**src/rtl/fetch_pkg.sv**
```systemverilog
// Shared fetch-side types: instruction/PC widths and the tagged queue entry.
package fetch_pkg;

    localparam int INSTR_W = 32;
    localparam int PC_W    = 32;
    localparam int PC_STEP = 4;

    typedef struct packed {
        logic [31:0] pc;
        logic [31:0] instr;
    } fq_entry_t;

    typedef logic [1:0] deq_cnt_t;

endpackage

```
**src/rtl/instr_fetch_queue.sv**
```systemverilog
// Two-wide PC-tagging fetch queue: one word in per cycle, up to two retired per cycle.
// Handshake: a word transfers on a rising edge when in_valid && in_ready && !flush.
module instr_fetch_queue
    import fetch_pkg::*;
#(
    parameter int unsigned     DEPTH    = 8,
    parameter logic [PC_W-1:0] PC_RESET = 32'h0000_0000
) (
    input  logic                     clk,
    input  logic                     rst_n,
    input  logic                     flush,
    input  logic [PC_W-1:0]          redirect_pc,
    input  logic                     in_valid,
    output logic                     in_ready,
    input  logic [INSTR_W-1:0]       in_instr,
    output logic [1:0]               out_valid,
    output logic [INSTR_W-1:0]       out_instr0,
    output logic [PC_W-1:0]          out_pc0,
    output logic [INSTR_W-1:0]       out_instr1,
    output logic [PC_W-1:0]          out_pc1,
    input  deq_cnt_t                 deq_cnt,
    output logic [$clog2(DEPTH):0]   count
);

    localparam int AW = $clog2(DEPTH);
    localparam int CW = AW + 1;

    fq_entry_t       mem_q [DEPTH];
    logic [CW-1:0]   wr_ptr_q, wr_ptr_d;
    logic [CW-1:0]   rd_ptr_q, rd_ptr_d;
    logic [CW-1:0]   count_q, count_d;
    logic [PC_W-1:0] pc_ctr_q, pc_ctr_d;

    deq_cnt_t        deq_req;
    logic [CW-1:0]   eff_deq;
    logic            enq;
    logic [AW-1:0]   rd_idx0, rd_idx1;
    fq_entry_t       slot0, slot1;

    // in_ready looks only at registered occupancy, so a full queue stays closed
    // even in a cycle where decode drains it.
    assign in_ready = (count_q < CW'(DEPTH));
    assign enq      = in_valid && in_ready && !flush;
    assign count    = count_q;

    always_comb begin
        deq_req = (deq_cnt == 2'd3) ? 2'd0 : deq_cnt;
        if (CW'(deq_req) > count_q) begin
            eff_deq = count_q;
        end else begin
            eff_deq = CW'(deq_req);
        end
    end

    always_comb begin
        wr_ptr_d = wr_ptr_q;
        rd_ptr_d = rd_ptr_q;
        count_d  = count_q;
        pc_ctr_d = pc_ctr_q;
        if (flush) begin
            wr_ptr_d = '0;
            rd_ptr_d = '0;
            count_d  = '0;
            pc_ctr_d = redirect_pc;
        end else begin
            if (enq) begin
                wr_ptr_d = wr_ptr_q + CW'(1);
                pc_ctr_d = pc_ctr_q + PC_W'(PC_STEP);
            end
            rd_ptr_d = rd_ptr_q + eff_deq;
            count_d  = count_q + CW'(enq) - eff_deq;
        end
    end

    always_ff @(posedge clk or negedge rst_n) begin
        if (!rst_n) begin
            wr_ptr_q <= '0;
            rd_ptr_q <= '0;
            count_q  <= '0;
            pc_ctr_q <= PC_RESET;
        end else begin
            wr_ptr_q <= wr_ptr_d;
            rd_ptr_q <= rd_ptr_d;
            count_q  <= count_d;
            pc_ctr_q <= pc_ctr_d;
        end
    end

    // Data array carries no reset; validity comes solely from count_q.
    always_ff @(posedge clk) begin
        if (enq) begin
            mem_q[wr_ptr_q[AW-1:0]] <= '{pc: pc_ctr_q, instr: in_instr};
        end
    end

    assign rd_idx0 = rd_ptr_q[AW-1:0];
    assign rd_idx1 = rd_idx0 + AW'(1);

    always_comb begin
        slot0     = '0;
        slot1     = '0;
        out_valid = {count_q >= CW'(2), count_q >= CW'(1)};
        if (out_valid[0]) slot0 = mem_q[rd_idx0];
        if (out_valid[1]) slot1 = mem_q[rd_idx1];
    end

    assign out_instr0 = slot0.instr;
    assign out_pc0    = slot0.pc;
    assign out_instr1 = slot1.instr;
    assign out_pc1    = slot1.pc;

    a_deq_cnt_legal: assert property (@(posedge clk) disable iff (!rst_n) deq_cnt != 2'd3);
    a_count_bound:   assert property (@(posedge clk) disable iff (!rst_n) count_q <= CW'(DEPTH));
    a_no_write_full: assert property (@(posedge clk) disable iff (!rst_n) enq |-> (count_q != CW'(DEPTH)));

endmodule

```
**config.mk**
```make
export PLATFORM = sky130hd
export DESIGN_NAME = instr_fetch_queue
export DESIGN_NICKNAME = d
export VERILOG_FILES = /design/src/rtl/fetch_pkg.sv /design/src/rtl/instr_fetch_queue.sv
export SDC_FILE = /design/constraint.sdc
export NUM_CORES = 1
export LEC_CHECK = 0
export CAP_MARGIN = 25
export CORE_ASPECT_RATIO = 1.4
export CORE_MARGIN = 2
export CORE_UTILIZATION = 53
export CTS_CLUSTER_SIZE = 16
export DETAILED_ROUTE_END_ITERATION = 16
export DONT_BUFFER_PORTS = 1
export PLACE_DENSITY = 0.68
export SLEW_MARGIN = 25
export SYNTH_ARGS = -nofsm -noshare
export SYNTH_HDL_FRONTEND = slang
export SYNTH_SLANG_ARGS = --single-unit
```
**constraint.sdc**
```tcl
create_clock -name clk -period 6.2 [get_ports clk]
set_input_delay 1.86 -clock clk [delete_from_list [all_inputs] [get_ports clk]]
set_output_delay 1.86 -clock clk [all_outputs]
set_load 0.05 [all_outputs]
```
# --- Word level (Yosys, flattened, before mapping) ---
# Memories as Yosys holds them, arrays and structs flattened.
# Index checks and enable logic that the tools add are counted.
word_totals:
  inputBits: 70
  ramBits: 512
  memories: 1
  out_inout_bits: 135
  regBits: 44
memory_table:
  columns: ["name", "words", "width", "rd", "rd_clocked_by_memory_dff", "wr", "line", "source"]
  rows:
  - ["mem_q", 8, 64, 2, 0, 1, "instr_fetch_queue.sv:28", "fq_entry_t mem_q [DEPTH];"]
classes:
  mux: 12
  n_eq_ne: 1
  add_sub_neg: 6
  n_lt_le_gt_ge: 4
  n_reduce_logical: 4
ops:
  columns: ["op", "n"]
  rows:
  - ["$mux 64", 2]
  - ["$mux 32", 2]
  - ["$add 32x3->32 const B", 1]
  - ["$mux 4", 5]
  - ["$add 4x1->4", 1]
  - ["$add 4x1->4 const B", 1]
  - ["$add 4x4->4", 1]
  - ["$ge 4x1->1 const B", 1]
  - ["$ge 4x2->1 const B", 1]
  - ["$gt 2x4->1", 1]
  - ["$lt 4x4->1 const B", 1]
  - ["$sub 4x4->4", 1]
  - ["$add 3x1->3 const B", 1]
  - ["$eq 2x2->1 const B", 1]
  - ["$logic_and 1x1->1", 2]
  - ["$mux 1", 2]
  - ["$mux 2", 1]
  - ["$reduce_bool 2->1", 1]
  - ["$logic_not 1->1", 1]

# --- Longest topological paths before layout ---
# Gate-level depths: netlist of run 1.
depth:
  word_depth: 6
  ltp_mapped: 12
  mapped_depth_nobuf: 12

# --- Worst setup path before layout of run 1 ---
# Ideal clock, no wire load.
synth_timing:
  kind: "input -> register"
  startpoint: "input in_valid"
  endpoint: "memory mem_q[0][0] (netlist name), enable pin"
  path_stages: 5
  path_buffers: 1
  t_arrival_ns: 7.091
  path_slack_ns: -1.456
  setup_ns: 0.565
  required_ns: 5.635
  cell_sequence: "nor2b_1 clkbuf_1 nand2_1 or2_2 nor3_1"
synth_via:
  elab_chain_len: 4
synth_rtl:
  columns: ["item", "line", "source"]
  rows:
  - ["from (decl)", "instr_fetch_queue.sv:13", "input logic in_valid,"]
  - ["$logic_and 1x1->1 (2 in a row)", "instr_fetch_queue.sv:43", "assign enq = in_valid && in_ready && !flush;"]
  - ["$mux 1", "instr_fetch_queue.sv:91", "if (enq) begin"]
  - ["$mux 1 (not written as such)", "instr_fetch_queue.sv:92", "mem_q[wr_ptr_q[AW-1:0]] <= '{pc: pc_ctr_q, instr: in_instr};"]
  - ["to (decl)", "instr_fetch_queue.sv:28", null]
# Every way passes these cells.

# --- Final worst setup path of run 1 ---
layout_timing:
  startpoint: "register rd_ptr_q[0]"
  endpoint: "output out_pc0[31]"
layout_via:
  elab_chain_len: 2
layout_rtl:
  columns: ["item", "line", "source"]
  rows:
  - ["from (decl)", "instr_fetch_queue.sv:30", "logic [CW-1:0] rd_ptr_q, rd_ptr_d;"]
  - ["from (signal assigned)", "instr_fetch_queue.sv:83", "rd_ptr_q <= rd_ptr_d;"]
  - ["$mem_v2 8x64", null, null]
  - ["$mux 64", "instr_fetch_queue.sv:103", "if (out_valid[0]) slot0 = mem_q[rd_idx0];"]
  - ["to (decl)", "instr_fetch_queue.sv:18", "output logic [PC_W-1:0] out_pc0,"]
# Every way passes these cells.

==> impl_metrics.ini, run 1 <==
[place]
portBuffers = 0
dp_cells = 2098
dp_hpwl_um = 36640
gp_congestion = 0.7609
place_ws_ns = 1.269
placed_area_um2 = 27170

[logic_synthesis]
synth_nets = 1559
synth-seq-area-share_pct = 63.52
synth_fa_ha_area_share_pct = 0.7838
synth.distinct_cells = 47
avgSynthCellArea_um2 = 17.54
synthMuxAreaShare_pct = 24.98
syn_inst = 1474
yosysMostFrequentCell = edfxtp_1
synth_seq_cells = 554
synth_area_um2 = 25860
yosys.area_share.simple_pct = 5.501
yosys_warnings = 0
yosys-top-cells-count = 512 x edfxtp_1, 256 x mux4_2, 162 x nand2_1
synth_top_family_by_area = multiplexers
synth_area_leaders = edfxtp_1 59%, mux4_2 22%, dfrtp_1 4.1%
synthArstFlopShare_pct = 7.581
synth_compound_area_share_pct = 2.526
synthXorXnorAreaFrac_pct = 0.7451
yosys.area.top_type = edfxtp_1
netlist.area_leader.share_pct = 59.45
synth_edf_count = 512
ys.flop_type = edfxtp_1

[sta]
rsz0062_at_grt = false
fmaxAchievable_mhz = 183.0
relSlewSlack_pct = 31.06
final_max_slew_viol_count = 0
tns_ns = 0
worst_pin_slew_ns = 1.034
worst_slack_ns = 0.7370
timing.hold.ws_ns = 0.6131
hold_violations = 0
fin_crit_ns = 5.463
finalCritPeriodShare_pct = 88.11
skew_ns = 0.01801
setup_violations = 0

[setup_path]
cpMaxStageDelayCell = nor2_1
cpPeakStageDelay_ns = 0.74
crit_buf_inv = 2
critPathTopFamily = buffers and inverters
cp_data_arrival_time_ns = 3.60
crit_required_ns = 4.34
critPathKind = reg2out
critPathMaxFanout = 105
worstPathCellList = buf_12, buf_16, mux4_2, mux2i_1, nor2_1
critPathLaunchType = register
end_kind = primary output

[hold_path]
min_path_type = reg2reg

[cts]
cts_max_path_buffers = 3
cts_tree = done
root_buffer = clkbuf_16
postCtsHoldBufs = 0
path_clk_slew_ns = 0.06
cts_buffers = 51
postCtsSetupRepairBufs = 0
cts_num_sinks = 554
cts_resized = 0
cts_htree_levels = 2
clk_latency_ns = 0.57

[detailed_routing]
via_per_inst = 6.566
routedWlPerCell_um = 28.18
vias = 14400
routed_wl_um = 61810
detail_route.iter0.violations = 1235
drtPass1Iterations = 5
ant_nets = 0
drc = 0

[cells_and_area]
instances_no_fill = 2193
layout-drive-gt1-share_pct = 28.92
nets = 1606
final_area_um2 = 28920
areaGrowthSynthToFinish_pct = 11.85
antennaDiodeCount = 0
fin_util_pct = 60.08

[global_route]
overflow = 0
grt_max_degree = 106
grt_pass1_wl_um = 93320
antenna_found_initial = 0
grt_pass1_vias = 15330
grt_use_total_pct = 24.89

[floorplanning]
die_h_um = 265.4
core_um2 = 48140
fp-row-count = 95
num_io_pins = 205
dieArea_um2 = 50600
die_w_um = 190.7
initial_core_util_pct = 53.72

[power]
peakVddDrop_mv = 0.7671
cellPowerDensity_nw_per_um2 = 524.8
fin_total_pwr_mw = 15.18
leakage_nw = 9.095

[run]
maxCapViolations = 0

[status]
outcome = finished clean
## state kept, by name (all words and copies together), names as in the netlist
name / count
count: 4
mem_q: 512
pc_ctr_q: 32
rd_ptr_q: 3
wr_ptr_q: 3
## path summary, 6_finish.rpt
path	start	endpoint	slack [ns]	cells past startpoint
max in group asynchronous	rst_n	pc_ctr_q[31]	5.10	0
setup reg to reg	count[3]	mem_q[6][57]	2.60	4
hold reg to reg	wr_ptr_q[2]	wr_ptr_q[2]	0.61	2
setup / recovery	rd_ptr_q[0]	out_pc0[31]	0.74	5
hold / removal	wr_ptr_q[2]	wr_ptr_q[2]	0.61	2
min in group asynchronous	rst_n	pc_ctr_q[0]	0.98	0
## cell families after synthesis
family	count (synthesis)
buffers and inverters	117
AND/OR/NAND/NOR	324
multiplexers	325
XOR/XNOR	22
AO/OA/AOI/OAI	117
adder cells (fa/ha/maj)	15
flip-flops	554
## layout by cell type (no fill, tap or decap), types with 14 or more instances in the layout
master,n
edfxtp_1,512
mux4_2,256
nand2_1,162
buf_4,88
nor2_1,84
mux2i_1,67
a21oi_1,66
clkbuf_16,53
dfrtp_1,39
o21ai_0,23
clkinv_1,14
## area by class of cell
| type | instances | area [um2] |
|---|---|---|
| fill | 3509 | 19220 |
| multi-input combinational | 803 | 9041 |
| clock inverter | 32 | 355.3 |
| sequential | 554 | 16440 |
| tap | 630 | 788.3 |
| timing repair buffer | 98 | 859.6 |
| clock buffer | 63 | 1394 |
| inverter | 13 | 48.80 |
## routing by layer
| layer | global-route usage, % | up-vias | routed length [um] |
|---|---|---|---|
| met4 | 7.144 | 0 | 1548 |
| met5 | 0 | - | 0 |
| met3 | 4.209 | 100 | 4668 |
| met2 | 43.51 | 607 | 32550 |
| met1 | 32.20 | 7611 | 23040 |
| li1 | - | 6082 | - |
## power by group
| part | internal [mW] | switching (mW) |
|---|---|---|
| Combinational | 2.39 | 4.99 |
| Sequential | 4.26 | 0.288 |
| Clock | 1.92 | 1.33 |
## tightest hold or removal path: cells and delay by family (launching register included)
kind | cells | cell delay [ns]
xor gates and xnor gates | 1 | 0.08
DFF | 1 | 0.38
and+or+nand+nor | 1 | 0.10
(Power assumes the default switching activity.)
==> run 2, diff against run 1 <==
--- a/config.mk
+++ b/config.mk
@@ -12,7 +12,7 @@
 export CTS_CLUSTER_SIZE = 16
 export DETAILED_ROUTE_END_ITERATION = 16
 export DONT_BUFFER_PORTS = 1
-export PLACE_DENSITY = 0.68
+export PLACE_DENSITY_LB_ADDON = 0.3
 export SLEW_MARGIN = 25
 export SYNTH_ARGS = -nofsm -noshare
 export SYNTH_HDL_FRONTEND = slang
==> constraint.sdc (replaced) <==
create_clock -name clk -period 6.6 [get_ports clk]
set_input_delay 1.98 -clock clk [delete_from_list [all_inputs] [get_ports clk]]
set_output_delay 1.98 -clock clk [all_outputs]
set_load 0.05 [all_outputs]
==> impl_metrics.ini, run 2 (synthesis gave the netlist of run 1 again) <==
[status]
outcome = finished clean

[cells_and_area]
nets = 1584
final_cell_mix = 512 x edfxtp_1, 256 x mux4_2, 162 x nand2_1
fin_util_pct = 59.65
largest_reg_flops = 512
final_common_cell = edfxtp_1
areaGrowthSynthToFinish_pct = 11.05
layout-drive-gt1-share_pct = 28.02
antennaDiodeCount = 0

[cts]
clk_latency_ns = 0.59
root_buffer = clkbuf_16
cts_max_path_buffers = 3
postCtsHoldBufs = 0
postCtsSetupRepairBufs = 0
cts_tree = done
cts_resized = 0
path_clk_slew_ns = 0.06
cts_num_sinks = 554
cts_htree_levels = 2
cts_buffers = 53

[place]
portBuffers = 0
gp_congestion = 0.7610
dp_hpwl_um = 36280

[floorplanning]
fp-row-count = 95
dieArea_um2 = 50600
core_um2 = 48140
die_w_um = 190.7
num_io_pins = 205
initial_core_util_pct = 53.72
die_h_um = 265.4

[detailed_routing]
routed_wl_um = 60840
routedWlPerCell_um = 28.01
dr.max_layer_used = met4
route.met3.wl_um = 4015
detail_route.iter0.violations = 1288
wl_met1_um = 22900
drtPass1Iterations = 5
drc = 0
met2_length_um = 32340
ant_nets = 0
vias = 14260
via_per_inst = 6.567

[sta]
relSlewSlack_pct = 28.06
rsz0062_at_grt = false
setup_violations = 0
fin_crit_ns = 5.643
skew_ns = 0.01888
final_max_slew_viol_count = 0
worst_pin_slew_ns = 1.083
finalCritPeriodShare_pct = 85.49
fmaxAchievable_mhz = 177.2
hold_violations = 0
tns_ns = 0

[power]
cellPowerDensity_nw_per_um2 = 488.5
peakVddDrop_mv = 0.7034
leakage_nw = 8.958

[global_route]
grt_max_degree = 93
grt_use_total_pct = 24.42
overflow = 0
grt_pass1_wl_um = 91200
grt_pass1_vias = 14970
antenna_found_initial = 0

[run]
maxCapViolations = 0

[setup_path]
r2r_setup_slack_ns = 3.14
critPathLaunchType = register
cpMaxStageDelayCell = ha_4
crit_required_ns = 4.62
critPathKind = reg2out
worstPathCellList = ha_4, buf_12, mux4_2, nand2_1, a21oi_1, buf_4
critPathMaxFanout = 53
cp_data_arrival_time_ns = 3.66
cpPeakStageDelay_ns = 0.95
end_kind = primary output

[hold_path]
min_path_type = reg2reg
run 2: cell types whose count changed in the layout (fill, tap and decap cells not counted), moves of 2 or more:
| cell | delta |
|---|---|
| clkinv_1 | -2 |
| clkbuf_1 | +5 |
| clkinvlp_4 | -2 |
| clkbuf_16 | +2 |
| a21oi_2 | +4 |
| clkbuf_8 | -2 |
| buf_4 | -24 |
| a21oi_1 | -4 |
| inv_6 | +3 |
| bufinv_16 | -3 |
run 2: final cells by class:
type	count	area, um2
Clock buffer	68	1435
Clock inverter	30	279.0
Fill cell	3499	19420
Inverter	13	48.80
Multi-Input combinational cell	803	9056
Sequential cell	554	16440
Tap cell	630	788.3
Timing Repair Buffer	74	671.9
run 2: critical path: cells and delay by family, from the launching register on:
family                     cells  cell delay, ns
muxes                          1            0.24
DFF                            1            0.72
buffers and inverters          2            0.65
and+or+nand+nor                1            0.06
AOI/OAI and AO/OA              1            0.40
adders and majority gates      1            0.95
run 2: per-stage QoR:
stage | area (um2) | std cells | power, mW | setup slack, ns | hold WS [ns]
after global routing | 28720 | 2172 | 14.55 | 0.7624 | 0.6314
final | 28720 | 2172 | 14.03 | 0.9573 | 0.5697
after global placement | 26980 | 2074 | 11.11 | 1.565 | 0.5467
after floorplan | 25870 | 1474 | 9.834 | 0.5463 | 0.5194
after detailed placement | 26990 | 2074 | 11.19 | 1.543 | 0.5619
after CTS | 28710 | 2172 | 14.17 | 0.8973 | 0.5792
run 2: final timing paths:
kind,start,to,cells after the start
worst min register to register,wr_ptr_q[2],wr_ptr_q[2],2
min in group asynchronous,rst_n,count[2],0
max in group asynchronous,rst_n,rd_ptr_q[1],0
worst min-delay path,wr_ptr_q[2],wr_ptr_q[2],2
worst max register to register,count[3],count[3],11
worst max-delay path,rd_ptr_q[0],out_pc1[15],6
run 2: per-layer routing:
| metal | global-route usage [%] | vias up |
|---|---|---|
| met5 | 0 | - |
| met4 | 6.998 | 0 |
| met3 | 3.985 | 92 |
| met2 | 42.86 | 550 |
| met1 | 31.55 | 7585 |
| li1 | - | 6037 |
run 2: where the power goes:
group	internal (mW)	leakage (nW)	switching [mW]
Sequential	4.01	5.13	0.283
Clock	1.73	0.836	1.27
Combinational	2.10	2.99	4.65
==> run 3, diff against run 2 <==
--- a/config.mk
+++ b/config.mk
@@ -13,6 +13,7 @@
 export DETAILED_ROUTE_END_ITERATION = 16
 export DONT_BUFFER_PORTS = 1
 export PLACE_DENSITY_LB_ADDON = 0.3
+export SETUP_SLACK_MARGIN = 0.02
 export SLEW_MARGIN = 25
 export SYNTH_ARGS = -nofsm -noshare
 export SYNTH_HDL_FRONTEND = slang
==> results of run 3 <==
Same layout as run 2: the final DEF is identical, and so are final timing and power.
